==> config.mk <==
export PLATFORM = sky130hd
export DESIGN_NAME = ps2_host_tx_flat
export DESIGN_NICKNAME = d
export VERILOG_FILES = /design/src/rtl/ps2_pkg.sv /design/src/rtl/ps2_host_tx_if.sv /design/src/rtl/ps2_line_sync.sv /design/src/rtl/ps2_host_tx.sv /design/src/flat_wrapper.sv
export SDC_FILE = /design/constraint.sdc
export NUM_CORES = 1
export LEC_CHECK = 0
export CORE_UTILIZATION = 35
export DETAILED_ROUTE_END_ITERATION = 16
export PLACE_DENSITY = 0.59
export SETUP_SLACK_MARGIN = 0.02
export SLEW_MARGIN = 20
export SYNTH_ARGS = -nofsm -noshare
export SYNTH_HDL_FRONTEND = slang
export SYNTH_SLANG_ARGS = --single-unit
export TNS_END_PERCENT = 50
==> constraint.sdc <==
create_clock -name clk -period 2.31 [get_ports clk]
set_clock_uncertainty 0.1 [all_clocks]
set_input_delay 0.5775 -clock clk [delete_from_list [all_inputs] [get_ports clk]]
set_output_delay 0.5775 -clock clk [all_outputs]
set_load 0.05 [all_outputs]
==> src/rtl/ps2_pkg.sv <==
// rtl/ps2_pkg.sv - state encoding, frame constants and timing defaults for the PS/2 host transmitter
package ps2_pkg;

    typedef enum logic [2:0] {
        ST_IDLE    = 3'd0,
        ST_INHIBIT = 3'd1,
        ST_START   = 3'd2,
        ST_SHIFT   = 3'd3,
        ST_ACK     = 3'd4,
        ST_RELEASE = 3'd5
    } ps2_state_e;

    localparam int unsigned PS2_FRAME_EDGES = 11;
    localparam int unsigned PS2_STOP_EDGE   = PS2_FRAME_EDGES - 1;

    localparam int unsigned PS2_DEFAULT_CLK_FREQ_HZ = 50_000_000;
    localparam int unsigned PS2_DEFAULT_INHIBIT     = 6000;
    localparam int unsigned PS2_DEFAULT_TIMEOUT     = 750_000;

    function automatic logic odd_parity(input logic [7:0] b);
        return ~^b;
    endfunction

endpackage

==> src/rtl/ps2_host_tx_if.sv <==
// rtl/ps2_host_tx_if.sv - command handshake and open-drain PS/2 line bundle
interface ps2_host_tx_if;

    logic [7:0] cmd_data;
    logic       cmd_valid;
    logic       cmd_ready;
    logic       ps2_clk_in;
    logic       ps2_data_in;
    logic       ps2_clk_oe;
    logic       ps2_data_oe;
    logic       done;
    logic       ack_err;
    logic       timeout_err;

    modport master (
        input  cmd_data,
        input  cmd_valid,
        input  ps2_clk_in,
        input  ps2_data_in,
        output cmd_ready,
        output ps2_clk_oe,
        output ps2_data_oe,
        output done,
        output ack_err,
        output timeout_err
    );

    modport slave (
        output cmd_data,
        output cmd_valid,
        output ps2_clk_in,
        output ps2_data_in,
        input  cmd_ready,
        input  ps2_clk_oe,
        input  ps2_data_oe,
        input  done,
        input  ack_err,
        input  timeout_err
    );

endinterface

==> src/rtl/ps2_line_sync.sv <==
// rtl/ps2_line_sync.sv - two-flop synchronizer plus falling-edge detect for one PS/2 line
module ps2_line_sync (
    input  logic clk,
    input  logic clrn,
    input  logic line_i,
    output logic sync_o,
    output logic fall_o
);

    logic meta_q;
    logic sync_q;
    logic prev_q;

    // Idle PS/2 lines are pulled high, so all stages reset to 1 to avoid a phantom edge.
    always_ff @(posedge clk or negedge clrn) begin
        if (!clrn) begin
            meta_q <= 1'b1;
            sync_q <= 1'b1;
            prev_q <= 1'b1;
        end else begin
            meta_q <= line_i;
            sync_q <= meta_q;
            prev_q <= sync_q;
        end
    end

    assign sync_o = sync_q;
    assign fall_o = prev_q & ~sync_q;

endmodule

==> src/rtl/ps2_host_tx.sv <==
// rtl/ps2_host_tx.sv - PS/2 host-to-device command transmitter; PS2_TX_TIMEOUT_EN adds a frame watchdog
module ps2_host_tx
    import ps2_pkg::*;
#(
    parameter int unsigned CLK_FREQ_HZ    = PS2_DEFAULT_CLK_FREQ_HZ,
    parameter int unsigned INHIBIT_CYCLES = PS2_DEFAULT_INHIBIT,
    parameter int unsigned TIMEOUT_CYCLES = PS2_DEFAULT_TIMEOUT
) (
    input  logic          clk,
    input  logic          clrn,
    ps2_host_tx_if.master bus
);

    localparam int unsigned CNT_MAX = (INHIBIT_CYCLES > TIMEOUT_CYCLES) ? INHIBIT_CYCLES
                                                                         : TIMEOUT_CYCLES;
    localparam int unsigned CNT_W   = $clog2(CNT_MAX + 1);

    localparam logic [CNT_W-1:0] INH_LAST  = CNT_W'(INHIBIT_CYCLES - 1);
    localparam logic [3:0]       STOP_EDGE = 4'(PS2_STOP_EDGE);
`ifdef PS2_TX_TIMEOUT_EN
    localparam logic [CNT_W-1:0] TO_LAST   = CNT_W'(TIMEOUT_CYCLES - 1);
`endif

    // Our own clock pull-down produces a synchronized falling edge ~3 cycles later;
    // the inhibit window must swallow it before START starts listening.
    if (CLK_FREQ_HZ == 0 || INHIBIT_CYCLES < 4) begin : g_param_check
        $error("ps2_host_tx: CLK_FREQ_HZ must be nonzero and INHIBIT_CYCLES at least 4");
    end

    ps2_state_e       state_q, state_d;
    logic [CNT_W-1:0] cnt_q, cnt_d;
    logic [3:0]       edge_q, edge_d;
    logic [8:0]       shift_q, shift_d;
    logic             data_oe_q, data_oe_d;
    logic             done_q, done_d;
    logic             ack_err_q, ack_err_d;
`ifdef PS2_TX_TIMEOUT_EN
    logic             timeout_q, timeout_d;
`endif

    logic clk_sync, clk_fall;
    logic data_sync, data_fall;
    logic unused_data_fall;

    ps2_line_sync u_clk_sync (
        .clk    (clk),
        .clrn   (clrn),
        .line_i (bus.ps2_clk_in),
        .sync_o (clk_sync),
        .fall_o (clk_fall)
    );

    ps2_line_sync u_data_sync (
        .clk    (clk),
        .clrn   (clrn),
        .line_i (bus.ps2_data_in),
        .sync_o (data_sync),
        .fall_o (data_fall)
    );

    assign unused_data_fall = data_fall;

    always_ff @(posedge clk or negedge clrn) begin
        if (!clrn) begin
            state_q   <= ST_IDLE;
            cnt_q     <= '0;
            edge_q    <= '0;
            shift_q   <= '0;
            data_oe_q <= 1'b0;
            done_q    <= 1'b0;
            ack_err_q <= 1'b0;
`ifdef PS2_TX_TIMEOUT_EN
            timeout_q <= 1'b0;
`endif
        end else begin
            state_q   <= state_d;
            cnt_q     <= cnt_d;
            edge_q    <= edge_d;
            shift_q   <= shift_d;
            data_oe_q <= data_oe_d;
            done_q    <= done_d;
            ack_err_q <= ack_err_d;
`ifdef PS2_TX_TIMEOUT_EN
            timeout_q <= timeout_d;
`endif
        end
    end

    always_comb begin
        state_d   = state_q;
        cnt_d     = cnt_q;
        edge_d    = edge_q;
        shift_d   = shift_q;
        data_oe_d = data_oe_q;
        done_d    = 1'b0;
        ack_err_d = 1'b0;
`ifdef PS2_TX_TIMEOUT_EN
        timeout_d = 1'b0;
`endif

        unique case (state_q)
            ST_IDLE: begin
                cnt_d     = '0;
                edge_d    = '0;
                data_oe_d = 1'b0;
                if (bus.cmd_valid) begin
                    shift_d = {1'b0, bus.cmd_data};
                    state_d = ST_INHIBIT;
                end
            end

            // Parity is folded in above the byte once it is stable, so edges 1..10 are one shift.
            ST_INHIBIT: begin
                if (cnt_q == INH_LAST) begin
                    cnt_d      = '0;
                    shift_d[8] = odd_parity(shift_q[7:0]);
                    data_oe_d  = 1'b1;
                    state_d    = ST_START;
                end else begin
                    cnt_d = cnt_q + 1'b1;
                end
            end

            // Ones shift in from the top, so the tenth edge naturally releases data (stop bit).
            ST_START, ST_SHIFT: begin
                if (clk_fall) begin
                    edge_d    = edge_q + 4'd1;
                    data_oe_d = ~shift_q[0];
                    shift_d   = {1'b1, shift_q[8:1]};
                    state_d   = (edge_d == STOP_EDGE) ? ST_ACK : ST_SHIFT;
                end
            end

            ST_ACK: begin
                if (clk_fall) begin
                    edge_d = edge_q + 4'd1;
                    if (!data_sync) begin
                        done_d = 1'b1;
                    end else begin
                        ack_err_d = 1'b1;
                    end
                    state_d = ST_RELEASE;
                end
            end

            ST_RELEASE: begin
                data_oe_d = 1'b0;
                if (clk_sync && data_sync) begin
                    state_d = ST_IDLE;
                end
            end

            default: begin
                state_d = ST_IDLE;
            end
        endcase

`ifdef PS2_TX_TIMEOUT_EN
        // A real ACK on the expiry cycle wins, keeping a single outcome pulse per command.
        if ((state_q inside {ST_START, ST_SHIFT, ST_ACK}) && (state_d != ST_RELEASE)) begin
            if (cnt_q == TO_LAST) begin
                data_oe_d = 1'b0;
                timeout_d = 1'b1;
                state_d   = ST_RELEASE;
            end else begin
                cnt_d = cnt_q + 1'b1;
            end
        end
`endif
    end

    assign bus.cmd_ready   = (state_q == ST_IDLE);
    assign bus.ps2_clk_oe  = (state_q == ST_INHIBIT);
    assign bus.ps2_data_oe = data_oe_q | ((state_q == ST_INHIBIT) && (cnt_q == INH_LAST));
    assign bus.done        = done_q;
    assign bus.ack_err     = ack_err_q;
`ifdef PS2_TX_TIMEOUT_EN
    assign bus.timeout_err = timeout_q;
`else
    assign bus.timeout_err = 1'b0;
`endif

endmodule

==> src/flat_wrapper.sv <==
// flat-port wrapper written by rule: the top's interface ports become plain ports
module ps2_host_tx_flat import ps2_pkg::*;
#(
    parameter int unsigned CLK_FREQ_HZ    = PS2_DEFAULT_CLK_FREQ_HZ,
    parameter int unsigned INHIBIT_CYCLES = PS2_DEFAULT_INHIBIT,
    parameter int unsigned TIMEOUT_CYCLES = PS2_DEFAULT_TIMEOUT
)
  (clk, clrn, bus_cmd_data, bus_cmd_valid, bus_ps2_clk_in, bus_ps2_data_in, bus_cmd_ready, bus_ps2_clk_oe, bus_ps2_data_oe, bus_done, bus_ack_err, bus_timeout_err);
  ps2_host_tx_if bus_i ();
  input  logic clk;
  input  logic clrn;
  input wire logic [$bits(bus_i.cmd_data)-1:0] bus_cmd_data;
  input wire logic [$bits(bus_i.cmd_valid)-1:0] bus_cmd_valid;
  input wire logic [$bits(bus_i.ps2_clk_in)-1:0] bus_ps2_clk_in;
  input wire logic [$bits(bus_i.ps2_data_in)-1:0] bus_ps2_data_in;
  output wire logic [$bits(bus_i.cmd_ready)-1:0] bus_cmd_ready;
  output wire logic [$bits(bus_i.ps2_clk_oe)-1:0] bus_ps2_clk_oe;
  output wire logic [$bits(bus_i.ps2_data_oe)-1:0] bus_ps2_data_oe;
  output wire logic [$bits(bus_i.done)-1:0] bus_done;
  output wire logic [$bits(bus_i.ack_err)-1:0] bus_ack_err;
  output wire logic [$bits(bus_i.timeout_err)-1:0] bus_timeout_err;
  assign bus_i.cmd_data = bus_cmd_data;
  assign bus_i.cmd_valid = bus_cmd_valid;
  assign bus_i.ps2_clk_in = bus_ps2_clk_in;
  assign bus_i.ps2_data_in = bus_ps2_data_in;
  assign bus_cmd_ready = bus_i.cmd_ready;
  assign bus_ps2_clk_oe = bus_i.ps2_clk_oe;
  assign bus_ps2_data_oe = bus_i.ps2_data_oe;
  assign bus_done = bus_i.done;
  assign bus_ack_err = bus_i.ack_err;
  assign bus_timeout_err = bus_i.timeout_err;
  ps2_host_tx #(.CLK_FREQ_HZ(CLK_FREQ_HZ), .INHIBIT_CYCLES(INHIBIT_CYCLES), .TIMEOUT_CYCLES(TIMEOUT_CYCLES)) u_core (.clk(clk), .clrn(clrn), .bus(bus_i));
endmodule
==> reports/qor.yml <==
clocking:
  hold_buffers: 0
  clkSlewWorstSetupHoldPaths_ns: 0.09
  clockBufferDepth: 2
  cts_buffers: 5
  htree_num_levels: 2
  cts_sinks: 44
  cts_tree: "yes"
  root_buffer: "clkbuf_8"
  worst_skew_pair.late_latency_ns: 0.30
critical_path:
  cp-startpoint: "u_core.cnt_q[7]"
  max_stage_delay_ns: 0.40
  critPathKind: "reg2out"
  cpMaxStageDelayCell: "dfrtp_1"
  startpoint_type: "flop"
  regToRegStartpoint: "u_core.cnt_q[1]"
  worstPathArrival_ns: 1.74
  cp.required_ns: 1.63
  cp_cell_sequence: "nor4b_2, buf_4, nand4_1, o21bai_1, buf_4, buf_12"
  crit_family: "simple AND/OR/NAND/NOR gates"
  ff2ff_setup_slack_ns: 0.12
  crit_top_cell: "buf_4"
  path_max_fanout: 2
  cp.depth: 6
  end_kind: "output port"
  cp-endpoint: "bus_ps2_data_oe"
  worst-path-buf-inv: 3
  r2r_cells: 8
  r2r_end: "u_core.cnt_q[10]"
logic_synthesis:
  yosysWarningCount: 0
  async_flop_share_pct: 100
  syn_area_per_cell_um2: 9.34
  synth-edff-count: 0
  synth_ff_type: "dfrtp_1"
  syn_nets: 287
  synth_cells: 271
  seq_area_frac_synth_pct: 43.8
  synth_top_cell_by_area: "dfrtp_1"
  syn-cell-area_um2: 2530
  ys_seq_elements: 44
  synth.distinct_cells: 54
  netlist.area_leader.share_pct: 38.6
  synth_area_leaders: "dfrtp_1 (39%), dfstp_2 (5.2%), a21oi_1 (5.1%)"
detailed_routing:
  drt-initial-drc-count: 133
  post_drt_via_cell_ratio: 5.32
  wl_um: 5750
  final_antenna_net_count: 0
  drc_errors: 0
  vias: 2160
  wire_per_inst_um: 14.2
  dr.pass1.iters: 4
place:
  dpl_worst_slack_ns: 0.168
  place_area_um2: 2940
  io_buffers: 17
  place_congestion: 0.799
  dp_hpwl_um: 3970
global_route:
  grt_pass1_wl_um: 10200
  use_met2_pct: 26.9
  grtUsageMet3_pct: 3.41
  grt_usage_pct: 17.3
  grt_overflow: 0
  antenna_found_initial: 0
  grt.busiest_layer: "met2"
  grt_pass1_vias: 2089
  grt_max_degree: 27
  met1_usage_pct: 24.1
die:
  die_y_um: 87.0
  core_um2: 6910
  die-area_um2: 7570
  start_util_pct: 36.6
  num_io_pins: 19
  die_x_um: 87.0
  rows: 30
timing:
  rsz0062_at_grt: "yes"
  slew_viol_final: 0
  maxSlewHeadroom_pct: 60.5
  setup_ws_ns: -0.110
  finalSetupTns_ns: -0.110
  finalHoldViolCount: 0
  finalCritPeriodShare_pct: 105
  worst_pin_slew_ns: 0.588
  fmax_mhz: 413
  final.min_clock_period_ns: 2.42
  setup-violations-final: 1
  hold_slack_ns: 0.115
cells_and_area:
  insertedDiodeCount: 0
  fin_area_um2: 3120
  fillCellCount: 675
  final_nets: 325
  area_growth_pct: 23.5
  final_layout_size_suffix_gt1_share_pct: 20.6
pwr:
  p_leak_uw: 0.00142
  p_per_area_nw_per_um2: 465
  vdd_ir_drop_max_v: 0.000236
  p_total_uw: 1450
worst_hold_path:
  hold_class: "in2async"
run:
  cap_violations: 0
outcome:
  status: "complete, but fails checks"
  violations: "setup timing"
## flip-flops by register name, summed over array words and instances (netlist names)
| signal | cells |
|---|---|
| u_core.cnt_q | 20 |
| u_core.u_clk_sync.prev_q | 1 |
| u_core.state_q | 3 |
| u_core.u_clk_sync.sync_o | 1 |
| u_core.u_data_sync.sync_o | 1 |
| u_core.edge_q | 4 |
| u_core.bus.done | 1 |
| u_core.data_oe_q | 1 |
| u_core.shift_q | 9 |
| u_core.bus.ack_err | 1 |
| u_core.u_data_sync.meta_q | 1 |
| u_core.u_clk_sync.meta_q | 1 |
## timing repair
item	4_1_cts	5_1_grt
resized for setup	4	0
pin swaps	5	2
buffers inserted	4	2
endpoints found under the setup margin	1	1
## metrics by stage
stage               instances  util, %
finish                    406     45.2
global route              406     45.2
CTS                       404     45.0
detailed placement        392     42.6
global placement          392     42.6
floorplan                 271        -
## worst min-delay path by stage
stage / endpoint / slack (ns) / cells past startpoint
final: u_core.bus.ack_err / 0.12 / 1
after global routing: u_core.bus.ack_err / 0.14 / 1
after CTS: u_core.bus.ack_err / 0.14 / 1
after detailed placement: u_core.u_data_sync.sync_o / 0.25 / 0
after global placement: u_core.u_clk_sync.sync_o / 0.25 / 0
after floorplan: u_core.bus.ack_err / 0.18 / 0
## synthesized netlist by cell type, drive strengths merged (6+ instances only)
master	n
o21ai	13
nand3	13
a21oi	26
nand4	6
dfrtp	39
buf	9
nor2	27
inv	9
a31oi	13
nand2	19
mux2i	13
clkbuf	7
xnor2	7
## area by class of cell
cell class                 instances  area (µm²)  area share, %
tap                               96         120           3.84
timing repair buffer              47         420           13.5
multi-input combinational        201        1320           42.4
inverter                          10        37.5           1.20
sequential                        44        1110           35.4
clock inverter                     3        46.3           1.48
clock buffer                       5        68.8           2.20
## logic make-up (layout without fill, tap and decap cells)
logic type,after synthesis,count (layout),synth area share [%]
simple gates,94,94,20.5
compound gates,81,81,20.6
flops,44,44,43.8
buf+inv,26,65,5.04
mux,15,15,6.03
xor+xnor,7,7,2.42
fa+ha+maj,3,3,1.48
other cells,1,1,0.148
## routing by layer
layer | share of wire (%) | wire length (µm) | vias up
met3 | 3.2 | 182 | 7
met5 | 0 | 0 | -
met2 | 46 | 2620 | 41
li1 | - | - | 1078
met1 | 50 | 2880 | 1034
met4 | 1.2 | 68 | 0
## cell usage in the layout (no fill, tap or decap), types with 11 or more instances in the layout
cell | Yosys | final
nor2_1 | 27 | 27
clkdlybuf4s50_1 | 0 | 13
nand3_1 | 11 | 11
buf_4 | 2 | 30
nand2_1 | 19 | 19
mux2i_1 | 13 | 13
a31oi_1 | 13 | 13
dfrtp_1 | 39 | 39
o21ai_0 | 12 | 12
a21oi_1 | 26 | 26
## where the power goes
group | switching [µW] | total [µW] | internal (µW)
combinational | 30.2 | 55.3 | 25.1
clock | 292 | 618 | 326
sequential | 3.10 | 781 | 778
total | 325 | 1450 | 1130
No activity file was read; power rests on OpenSTA's default activity.
